### src/rtl/c17_pattern_sequencer_pkg.sv
// Shared types and default sizes for the C17 pattern sequencer.
// Optional first-fail logging is enabled with C17SEQ_FAIL_LOG_EN.
package c17_seq_pkg;

    typedef enum logic [1:0] {
        ST_IDLE    = 2'd0,
        ST_SETTLE  = 2'd1,
        ST_COMPARE = 2'd2,
        ST_DONE    = 2'd3
    } seq_state_e;

    localparam int DEF_N_IN   = 5;
    localparam int DEF_N_OUT  = 2;
    localparam int DEF_SETTLE = 2;
    localparam int DEF_CNT_W  = 6;

    localparam logic [DEF_N_IN-1:0] PAT_LAST = {DEF_N_IN{1'b1}};

endpackage

### src/rtl/c17_pattern_sequencer_if.sv
// Campaign control/result bundle between the sequencer and its environment.
// First-fail log signals exist only when C17SEQ_FAIL_LOG_EN is defined.
interface c17_pattern_sequencer_if
    import c17_seq_pkg::*;
#(
    parameter int N_IN  = DEF_N_IN,
    parameter int N_OUT = DEF_N_OUT,
    parameter int CNT_W = DEF_CNT_W
);
    logic             start_i;
    logic             abort_i;
    logic [N_IN-1:0]  pat_o;
    logic [N_OUT-1:0] gold_i;
    logic [N_OUT-1:0] dut_i;
    logic             busy_o;
    logic             done_o;
    logic             aborted_o;
    logic [CNT_W-1:0] err_cnt_o;
    logic [N_OUT-1:0] err_bits_o;
    logic             pass_o;
`ifdef C17SEQ_FAIL_LOG_EN
    logic             first_fail_valid_o;
    logic [N_IN-1:0]  first_fail_pat_o;
    logic [N_OUT-1:0] first_fail_gold_o;
    logic [N_OUT-1:0] first_fail_dut_o;

    modport slave (
        input  start_i, abort_i, gold_i, dut_i,
        output pat_o, busy_o, done_o, aborted_o, err_cnt_o, err_bits_o, pass_o,
        output first_fail_valid_o, first_fail_pat_o, first_fail_gold_o, first_fail_dut_o
    );
    modport master (
        output start_i, abort_i, gold_i, dut_i,
        input  pat_o, busy_o, done_o, aborted_o, err_cnt_o, err_bits_o, pass_o,
        input  first_fail_valid_o, first_fail_pat_o, first_fail_gold_o, first_fail_dut_o
    );
`else
    modport slave (
        input  start_i, abort_i, gold_i, dut_i,
        output pat_o, busy_o, done_o, aborted_o, err_cnt_o, err_bits_o, pass_o
    );
    modport master (
        output start_i, abort_i, gold_i, dut_i,
        input  pat_o, busy_o, done_o, aborted_o, err_cnt_o, err_bits_o, pass_o
    );
`endif
endinterface

### src/rtl/c17_pattern_sequencer_scoreboard.sv
// Golden-vs-DUT compare: saturating mismatch count, sticky error bits and,
// with C17SEQ_FAIL_LOG_EN, a capture of the first failing pattern.
module c17_seq_scoreboard
    import c17_seq_pkg::*;
#(
    parameter int N_OUT = DEF_N_OUT,
    parameter int CNT_W = DEF_CNT_W
`ifdef C17SEQ_FAIL_LOG_EN
    ,
    parameter int N_IN  = DEF_N_IN
`endif
) (
    input  logic             clk,
    input  logic             rst,
    input  logic             clr_i,
    input  logic             cmp_en_i,
`ifdef C17SEQ_FAIL_LOG_EN
    input  logic [N_IN-1:0]  pat_i,
    output logic             ff_valid_o,
    output logic [N_IN-1:0]  ff_pat_o,
    output logic [N_OUT-1:0] ff_gold_o,
    output logic [N_OUT-1:0] ff_dut_o,
`endif
    input  logic [N_OUT-1:0] gold_i,
    input  logic [N_OUT-1:0] dut_i,
    output logic [CNT_W-1:0] err_cnt_o,
    output logic [N_OUT-1:0] err_bits_o
);
    localparam logic [CNT_W-1:0] CNT_MAX = {CNT_W{1'b1}};

    logic [N_OUT-1:0] diff_s;
    logic             mismatch_s;
    logic [CNT_W-1:0] err_cnt_q;
    logic [N_OUT-1:0] err_bits_q;

    assign diff_s     = gold_i ^ dut_i;
    assign mismatch_s = |diff_s;

    // Mismatch counter (holds at all-ones) and sticky per-output error bits
    always_ff @(posedge clk) begin
        if (rst || clr_i) begin
            err_cnt_q  <= {CNT_W{1'b0}};
            err_bits_q <= {N_OUT{1'b0}};
        end else if (cmp_en_i && mismatch_s) begin
            if (err_cnt_q != CNT_MAX) begin
                err_cnt_q <= err_cnt_q + {{(CNT_W-1){1'b0}}, 1'b1};
            end else begin
                err_cnt_q <= err_cnt_q;
            end
            err_bits_q <= err_bits_q | diff_s;
        end else begin
            err_cnt_q  <= err_cnt_q;
            err_bits_q <= err_bits_q;
        end
    end

    assign err_cnt_o  = err_cnt_q;
    assign err_bits_o = err_bits_q;

`ifdef C17SEQ_FAIL_LOG_EN
    logic             ff_valid_q;
    logic [N_IN-1:0]  ff_pat_q;
    logic [N_OUT-1:0] ff_gold_q;
    logic [N_OUT-1:0] ff_dut_q;

    // Capture only the first counted mismatch of a campaign
    always_ff @(posedge clk) begin
        if (rst || clr_i) begin
            ff_valid_q <= 1'b0;
            ff_pat_q   <= {N_IN{1'b0}};
            ff_gold_q  <= {N_OUT{1'b0}};
            ff_dut_q   <= {N_OUT{1'b0}};
        end else if (cmp_en_i && mismatch_s && !ff_valid_q) begin
            ff_valid_q <= 1'b1;
            ff_pat_q   <= pat_i;
            ff_gold_q  <= gold_i;
            ff_dut_q   <= dut_i;
        end else begin
            ff_valid_q <= ff_valid_q;
            ff_pat_q   <= ff_pat_q;
            ff_gold_q  <= ff_gold_q;
            ff_dut_q   <= ff_dut_q;
        end
    end

    assign ff_valid_o = ff_valid_q;
    assign ff_pat_o   = ff_pat_q;
    assign ff_gold_o  = ff_gold_q;
    assign ff_dut_o   = ff_dut_q;
`endif

endmodule

### src/rtl/c17_pattern_sequencer.sv
// Exhaustive-pattern self-test controller for two C17 copies (golden, DUT).
// Define C17SEQ_FAIL_LOG_EN to add the first-fail capture outputs.
module c17_pattern_sequencer
    import c17_seq_pkg::*;
#(
    parameter int N_IN   = DEF_N_IN,
    parameter int N_OUT  = DEF_N_OUT,
    parameter int SETTLE = DEF_SETTLE,
    parameter int CNT_W  = DEF_CNT_W
) (
    input  logic                   clk,
    input  logic                   rst,
    c17_pattern_sequencer_if.slave bus
);
    localparam logic [3:0]      SETTLE_LAST = 4'(SETTLE - 1);
    localparam logic [N_IN-1:0] LAST_PAT    = {N_IN{1'b1}};

    seq_state_e       state_q;
    logic [N_IN-1:0]  pat_q;
    logic [3:0]       cnt_q;
    logic             busy_q;
    logic             done_q;
    logic             aborted_q;
    logic             start_take_s;
    logic             abort_take_s;
    logic             cmp_en_s;
    logic [CNT_W-1:0] err_cnt_s;
    logic [N_OUT-1:0] err_bits_s;

    assign start_take_s = (state_q == ST_IDLE) && bus.start_i;
    assign abort_take_s = ((state_q == ST_SETTLE) || (state_q == ST_COMPARE)) && bus.abort_i;
    // An abort in the compare cycle throws that comparison away
    assign cmp_en_s     = (state_q == ST_COMPARE) && !bus.abort_i;

    // Campaign FSM, pattern register and settle counter
    always_ff @(posedge clk) begin
        if (rst) begin
            state_q   <= ST_IDLE;
            pat_q     <= {N_IN{1'b0}};
            cnt_q     <= 4'd0;
            busy_q    <= 1'b0;
            done_q    <= 1'b0;
            aborted_q <= 1'b0;
        end else if (abort_take_s) begin
            state_q   <= ST_DONE;
            busy_q    <= 1'b0;
            done_q    <= 1'b1;
            aborted_q <= 1'b1;
        end else begin
            done_q <= 1'b0;
            case (state_q)
                ST_IDLE: begin
                    if (bus.start_i) begin
                        state_q   <= ST_SETTLE;
                        pat_q     <= {N_IN{1'b0}};
                        cnt_q     <= 4'd0;
                        busy_q    <= 1'b1;
                        aborted_q <= 1'b0;
                    end else begin
                        state_q <= ST_IDLE;
                    end
                end
                ST_SETTLE: begin
                    cnt_q <= cnt_q + 4'd1;
                    if (cnt_q == SETTLE_LAST) begin
                        state_q <= ST_COMPARE;
                    end else begin
                        state_q <= ST_SETTLE;
                    end
                end
                ST_COMPARE: begin
                    if (pat_q == LAST_PAT) begin
                        state_q <= ST_DONE;
                        busy_q  <= 1'b0;
                        done_q  <= 1'b1;
                    end else begin
                        state_q <= ST_SETTLE;
                        pat_q   <= pat_q + {{(N_IN-1){1'b0}}, 1'b1};
                        cnt_q   <= 4'd0;
                    end
                end
                ST_DONE: begin
                    state_q <= ST_IDLE;
                end
                default: begin
                    state_q <= ST_IDLE;
                    busy_q  <= 1'b0;
                end
            endcase
        end
    end

    c17_seq_scoreboard #(
        .N_OUT (N_OUT),
        .CNT_W (CNT_W)
`ifdef C17SEQ_FAIL_LOG_EN
        ,
        .N_IN  (N_IN)
`endif
    ) u_scoreboard (
        .clk        (clk),
        .rst        (rst),
        .clr_i      (start_take_s),
        .cmp_en_i   (cmp_en_s),
`ifdef C17SEQ_FAIL_LOG_EN
        .pat_i      (pat_q),
        .ff_valid_o (bus.first_fail_valid_o),
        .ff_pat_o   (bus.first_fail_pat_o),
        .ff_gold_o  (bus.first_fail_gold_o),
        .ff_dut_o   (bus.first_fail_dut_o),
`endif
        .gold_i     (bus.gold_i),
        .dut_i      (bus.dut_i),
        .err_cnt_o  (err_cnt_s),
        .err_bits_o (err_bits_s)
    );

    assign bus.pat_o      = pat_q;
    assign bus.busy_o     = busy_q;
    assign bus.done_o     = done_q;
    assign bus.aborted_o  = aborted_q;
    assign bus.err_cnt_o  = err_cnt_s;
    assign bus.err_bits_o = err_bits_s;
    assign bus.pass_o     = (err_cnt_s == {CNT_W{1'b0}}) && !aborted_q;

endmodule
### src/flat_wrapper.sv
// flat-port wrapper written by rule: the top's interface ports become plain ports
module c17_pattern_sequencer_flat import c17_seq_pkg::*;
#(
    parameter int N_IN   = DEF_N_IN,
    parameter int N_OUT  = DEF_N_OUT,
    parameter int SETTLE = DEF_SETTLE,
    parameter int CNT_W  = DEF_CNT_W
)
  (clk, rst, bus_start_i, bus_abort_i, bus_gold_i, bus_dut_i, bus_pat_o, bus_busy_o, bus_done_o, bus_aborted_o, bus_err_cnt_o, bus_err_bits_o, bus_pass_o);
  c17_pattern_sequencer_if #(.N_IN(N_IN), .N_OUT(N_OUT), .CNT_W(CNT_W)) bus_i ();
  input  logic clk;
  input  logic rst;
  input wire logic [$bits(bus_i.start_i)-1:0] bus_start_i;
  input wire logic [$bits(bus_i.abort_i)-1:0] bus_abort_i;
  input wire logic [$bits(bus_i.gold_i)-1:0] bus_gold_i;
  input wire logic [$bits(bus_i.dut_i)-1:0] bus_dut_i;
  output wire logic [$bits(bus_i.pat_o)-1:0] bus_pat_o;
  output wire logic [$bits(bus_i.busy_o)-1:0] bus_busy_o;
  output wire logic [$bits(bus_i.done_o)-1:0] bus_done_o;
  output wire logic [$bits(bus_i.aborted_o)-1:0] bus_aborted_o;
  output wire logic [$bits(bus_i.err_cnt_o)-1:0] bus_err_cnt_o;
  output wire logic [$bits(bus_i.err_bits_o)-1:0] bus_err_bits_o;
  output wire logic [$bits(bus_i.pass_o)-1:0] bus_pass_o;
  assign bus_i.start_i = bus_start_i;
  assign bus_i.abort_i = bus_abort_i;
  assign bus_i.gold_i = bus_gold_i;
  assign bus_i.dut_i = bus_dut_i;
  assign bus_pat_o = bus_i.pat_o;
  assign bus_busy_o = bus_i.busy_o;
  assign bus_done_o = bus_i.done_o;
  assign bus_aborted_o = bus_i.aborted_o;
  assign bus_err_cnt_o = bus_i.err_cnt_o;
  assign bus_err_bits_o = bus_i.err_bits_o;
  assign bus_pass_o = bus_i.pass_o;
  c17_pattern_sequencer #(.N_IN(N_IN), .N_OUT(N_OUT), .SETTLE(SETTLE), .CNT_W(CNT_W)) u_core (.clk(clk), .rst(rst), .bus(bus_i));
endmodule
### config.mk
export PLATFORM = sky130hd
export DESIGN_NAME = c17_pattern_sequencer_flat
export DESIGN_NICKNAME = d
export VERILOG_FILES = /design/src/rtl/c17_pattern_sequencer_pkg.sv /design/src/rtl/c17_pattern_sequencer_if.sv /design/src/rtl/c17_pattern_sequencer_scoreboard.sv /design/src/rtl/c17_pattern_sequencer.sv /design/src/flat_wrapper.sv
export SDC_FILE = /design/constraint.sdc
export NUM_CORES = 1
export LEC_CHECK = 0
export ABC_AREA = 1
export ABC_CLOCK_PERIOD_IN_PS = 2700
export CORE_UTILIZATION = 40
export DETAILED_ROUTE_END_ITERATION = 10
export PLACE_DENSITY_LB_ADDON = 0.15
export SYNTH_ARGS = -nofsm -noshare
export SYNTH_HDL_FRONTEND = slang
export SYNTH_HIERARCHICAL = 1
export SYNTH_SLANG_ARGS = --single-unit
### constraint.sdc
create_clock -name clk -period 2.7 [get_ports clk]
set_clock_uncertainty 0.1 [all_clocks]
set_input_delay 0.54 -clock clk [delete_from_list [all_inputs] [get_ports clk]]
set_output_delay 0.54 -clock clk [all_outputs]
set_load 0.05 [all_outputs]
* Yosys cells after proc, flatten, opt, wreduce, memory -nomap -nowiden
Index checks and enable logic that the tools add are counted.
** Storage, ports and cells
- Memories kept :: 0
- Bits in registers :: 22
- Latch bits :: 0
- Input port bits :: 8
- RAM bits :: 0
- Memory bits (read-only) :: 0
- Word-level logic and storage cells :: 65
** Cells by class
- Magnitude comparators :: 0
- Bitwise logic cells :: 3
- Divide/modulo/power cells :: 0
- Shift-type cells :: 0
- Mux-type cells :: 20
- Add/sub/neg operators :: 3
- Reduce and logical (&&, ||, !) cells :: 22
- $mul :: 0
- Eq/ne operators :: 9
** Operator list (count)
- $pmux 4 s3 :: 1
- $mux 5 :: 2
- $pmux 5 s2 :: 1
- $mux 1 :: 9
- $mux 4 :: 2
- $pmux 2 s4 :: 1
- $reduce_and 4->1 :: 2
- $add 6x1->6 const B :: 1
- $logic_not 6->1 :: 1
- $mux 2 :: 3
- $ne 2x2->1 const B :: 3
- $ne 6x6->1 const B :: 1
- $reduce_bool 2->1 :: 3
- $add 5x1->5 const B :: 1
- $eq 5x5->1 const B :: 1
- $logic_and 1x1->1 :: 5
- $add 4x1->4 const B :: 1
- $eq 2x2->1 const B :: 2
- $eq 4x1->1 const B :: 1
- $reduce_and 2->1 :: 2
- $reduce_or 2->1 :: 2
- $reduce_and 3->1 :: 1
- $reduce_bool 3->1 :: 1
- $eq 2x1->1 const B :: 1
- 7 further kinds :: 9

* Logic depth before layout (Yosys ltp)
Gate-level depths: netlist (run 1).
- Depth in word-level cells :: 5
- Depth in mapped cells :: 12
- Depth with buffers taken out :: 12

* Cells and area by module
The synthesis (run 1) kept the hierarchy.
** Modules (own cells, without submodules)
- c17_pattern_sequencer :: times used 1, cells an instance 122, area each 839.6 sq um
- c17_seq_scoreboard :: times used 1, cells an instance 67, area each 447.9 sq um

* Least setup slack after synthesis (run 1)
No wires, ideal clock.
- Path type :: flip-flop to output port
- Start :: register u_core.u_scoreboard.err_cnt_q[2], in the netlist u_core/u_scoreboard/err_cnt_o[2]
- End :: output bus_pass_o
- Stages on the path, launching flop included :: 4
- Path buffers :: 0
- Path slack :: -107 ps
- Data required time :: 2060 ps
- Data arrival time :: 2167 ps
- Cell sequence :: dfxtp_1 -> nor2_1 -> nand2_1 -> nor4_1
** Between the ends
- Longest elaborated chain between the ends :: 2
** Ends and longest elaborated chain
- from (decl) :: RTL line c17_pattern_sequencer_scoreboard.sv:33 : logic [CNT_W-1:0] err_cnt_q;
- from (signal assigned) :: RTL line c17_pattern_sequencer_scoreboard.sv:42 : err_cnt_q <= {CNT_W{1'b0}};
- from (signal assigned) :: RTL line c17_pattern_sequencer_scoreboard.sv:46 : err_cnt_q <= err_cnt_q + {{(CNT_W-1){1'b0}}, 1'b1};
- from (signal assigned) :: RTL line c17_pattern_sequencer_scoreboard.sv:48 : err_cnt_q <= err_cnt_q;
- $logic_not 6->1 :: RTL line c17_pattern_sequencer.sv:124 : assign bus.pass_o = (err_cnt_s == {CNT_W{1'b0}}) && !aborted_q;
- $logic_and 1x1->1 :: RTL line c17_pattern_sequencer.sv:124
- to (decl) :: RTL line flat_wrapper.sv:23 : output wire logic [$bits(bus_i.pass_o)-1:0] bus_pass_o;
No other way between the ends.

* Final worst setup path (run 1)
Same ends and word-level chain as after synthesis.

==> results of run 1 <==
-- area by class of cell --
class                           instances  area, sq um  area share [%]
Timing Repair Buffer                   24          240            14.9
Multi-Input combinational cell        134          717            44.5
Clock buffer                            4         36.3            2.25
Sequential cell                        22          440            27.4
Tap cell                               44         55.1            3.42
Inverter                               31          121            7.54
-- layout by cell type, fill, tap and decap left out --
cell / Yosys / final
nand2_4: 4 / 4
inv_4: 2 / 2
nor4_2: 0 / 1
nand3_2: 3 / 3
a21oi_2: 1 / 1
nand2_2: 4 / 4
nand3_1: 12 / 12
nor2_4: 1 / 1
a21oi_1: 17 / 17
nor3_1: 1 / 1
clkbuf_4: 0 / 3
dfxtp_1: 22 / 22
o21ai_0: 1 / 1
nor2_2: 2 / 2
inv_1: 27 / 27
nand2_1: 44 / 44
ha_1: 9 / 9
nand4_1: 1 / 1
inv_2: 2 / 2
clkdlybuf4s50_1: 0 / 24
o21a_1: 1 / 1
nor2_1: 31 / 31
clkbuf_8: 0 / 1
xor2_1: 1 / 1
-- worst reg2reg max path, stage by stage, from the launching register on --
cell     delay (ps)
dfxtp_1         360
inv_1            80
ha_1            290
inv_1            90
nor2_1          200
nand3_2         130
nand2_2         200
nand3_1         100
nand2_1          80
nor2_1           40
-- path summary, 6_finish.rpt --
check,cells past startpoint,slack [ps],to
worst max-delay path,4,240,bus_pass_o
worst min-delay path,2,350,u_core/u_scoreboard/err_bits_o[0]
worst min register to register,2,350,u_core/u_scoreboard/err_bits_o[0]
worst max register to register,9,950,u_core/u_scoreboard/err_cnt_o[0]
-- cells in the mapped netlist --
library cell / count
a21oi_1: 17
a21oi_2: 1
buf_6: 1
clkbuf_1: 1
dfxtp_1: 22
ha_1: 9
inv_1: 27
inv_2: 2
inv_4: 2
nand2_1: 44
nand2_2: 4
nand2_4: 4
nand3_1: 12
nand3_2: 3
nand4_1: 1
nor2_1: 31
nor2_2: 2
nor2_4: 1
nor3_1: 1
nor4_1: 1
o21a_1: 1
o21ai_0: 1
xor2_1: 1
-- flip-flops by register name (all words and copies together) (netlist names) --
signal	cells
u_core/bus.pat_o	5
u_core/bus.done_o	1
u_core/cnt_q	4
u_core/u_scoreboard/err_cnt_o	6
u_core/bus.busy_o	1
u_core/bus.aborted_o	1
u_core/state_q	2
u_core/u_scoreboard/err_bits_o	2
-- per-layer routing --
metal  vias to the layer above  wire length [um]  GRT usage (%)
li1                        636                 -              -
met1                       531              1240           20.5
met2                        20              1290           31.5
met3                         2                94           3.08
met4                         0                19           6.12
met5                         -                 0              0
-- cells by family after synthesis --
logic type      count (synthesis)
simple gates                  104
buf+inv                        33
flops                          22
compound gates                 20
fa+ha+maj                       9
xor+xnor                        1
-- report_power, final --
group	leakage (nW)	total [mW]	internal [mW]	switching [mW]
logic	0.494	0.230	0.0811	0.149
registers	0.179	0.361	0.344	0.0172
clock network	0.0210	0.188	0.0823	0.105
total	0.694	0.779	0.507	0.271
-- through the flow --
| stage | utilization [%] | hold slack, ps | power (mW) | worst slack (ps) |
|---|---|---|---|---|
| after floorplan | - | 381 | 0.534 | 474 |
| after global placement | 51.6 | 335 | 0.593 | 608 |
| after detailed placement | 51.6 | 341 | 0.599 | 581 |
| after CTS | 52.7 | 357 | 0.790 | 216 |
| after global routing | 52.7 | 383 | 0.831 | 49.8 |
| final | 52.7 | 353 | 0.779 | 239 |
==> flow_metrics.env, run 1 <==
export IMPL_drc=0
export IMPL_netlist_instances=189
export IMPL_placed_cell_area_sq_um=1570
export IMPL_setup_viol=0
export IMPL_syn_nets=206
export IMPL_hold_buffers=0
export IMPL_drt_wl_total_um=2640
export IMPL_via_per_inst=4.59
export IMPL_fmax_mhz=406
export IMPL_grt_start_max_net_pins=13
export IMPL_leakage_nw=0.694
export IMPL_synth_fa_ha_area_share_pct=8.75
export IMPL_diodes=0
export IMPL_firstDrtPassIters=4
export IMPL_drtAntennaViolNets=0
export IMPL_ys_ff_latch=22
export IMPL_hold_path_class="register to register"
export IMPL_cts_buffers=3
export IMPL_status="finished, final reports clean"
export IMPL_fin_crit_sh_pct=91.1
export IMPL_setup_worst_path_end_class="output pin"
export IMPL_netlist_area_sq_um=1290
export IMPL_required_ps=2060
export IMPL_die_y_um=58.7
export IMPL_yosysWarnings=6
export IMPL_port_buffer_count=24
export IMPL_hold_violations=0
export IMPL_synth_top_area_share_pct=34.2
export IMPL_layout_drive_gt1_share_pct=11.2
export IMPL_cts_resized=0
export IMPL_cts_sinks=22
export IMPL_cts_path_max_buffers=2
export IMPL_die_x_um=58.7
export IMPL_syn_avg_cell_area_sq_um=6.81
export IMPL_critPathKind="register to output pin"
export IMPL_fp_row_count=20
export IMPL_post_route_min_period_ps=2460
export IMPL_yosysTopAreaCell="dfxtp_1"
export IMPL_finalMaxSlewViolations=0
export IMPL_cap_violations=0
export IMPL_ios=25
export IMPL_grt_first_pass_wirelength_um=4640
export IMPL_startpoint_type="register"
export IMPL_gr_total_overflow=0
export IMPL_yosysUniqueCellTypes=23
export IMPL_worstMarginPinSlew_ps=506
export IMPL_cts_tree="built"
export IMPL_worstPathMaxFanout=6
export IMPL_synth_compound_area_share_pct=8.26
export IMPL_setup_tns_ps=0
export IMPL_synth_simple_area_share_pct=37.5
export IMPL_synthXorXnorAreaFrac_pct=0.680
export IMPL_dp_cells=255
export IMPL_synth_area_mux_share_pct=0
export IMPL_synth_top_family_by_area="simple AND/OR/NAND/NOR gates"
export IMPL_grt_antenna_before_repair=0
export IMPL_worstPathCellList="nor2_1 -> nand2_1 -> nor4_2 -> clkdlybuf4s50_1"
export IMPL_wl_per_cell_um=10.2
export IMPL_timing_rr_start="u_core/state_q[0]"
export IMPL_clk_latency_ps=310
export IMPL_crit_arrival_ps=1820
export IMPL_dpl_hpwl_um=2080
export IMPL_rsz0062_at_grt="no"
export IMPL_grt_pass1_vias=1106
export IMPL_area_delta_synth_final_pct=25.1
export IMPL_final_cells=259
export IMPL_grtUsageTotal_pct=17.4
export IMPL_design_area_sq_um=1610
export IMPL_ir_drop_uv=242
export IMPL_seq_area_frac_synth_pct=34.2
export IMPL_synth_area_leaders="dfxtp_1, nand2_1, nor2_1, ha_1, inv_1"
export IMPL_hp_start="u_core/u_scoreboard/err_bits_o[0]"
export IMPL_critical_path_top_delay_family="buffers and inverters"
export IMPL_htreeDepth=1
export IMPL_path_clk_slew_ps=130
export IMPL_nets=233
export IMPL_dieArea_sq_um=3450
export IMPL_startpoint="u_core/u_scoreboard/err_cnt_o[2]"
export IMPL_p_per_area_nw_per_um2=484
export IMPL_critPathBufInv=1
export IMPL_clock_root_buffer="clkbuf_4"
export IMPL_fill_cells=324
export IMPL_vias=1189
export IMPL_post_cts_setup_buffers=0
export IMPL_slowest_delay_ps=830
export IMPL_start_util_pct=42.2
export IMPL_gp_congestion=0.792
export IMPL_fp_coreArea_sq_um=3050
export IMPL_drtIter0Drc=53
export IMPL_slew_headroom_pct=66.2
export IMPL_crit_slowest_cell="clkdlybuf4s50_1"
Note: power is estimated with default switching activity, not from simulation.
==> run 2: changes to the inputs <==
Settings changed: HOLD_SLACK_MARGIN set to 0.15.
==> results of run 2 <==
Final layout, timing and power as in run 1 (identical DEF).
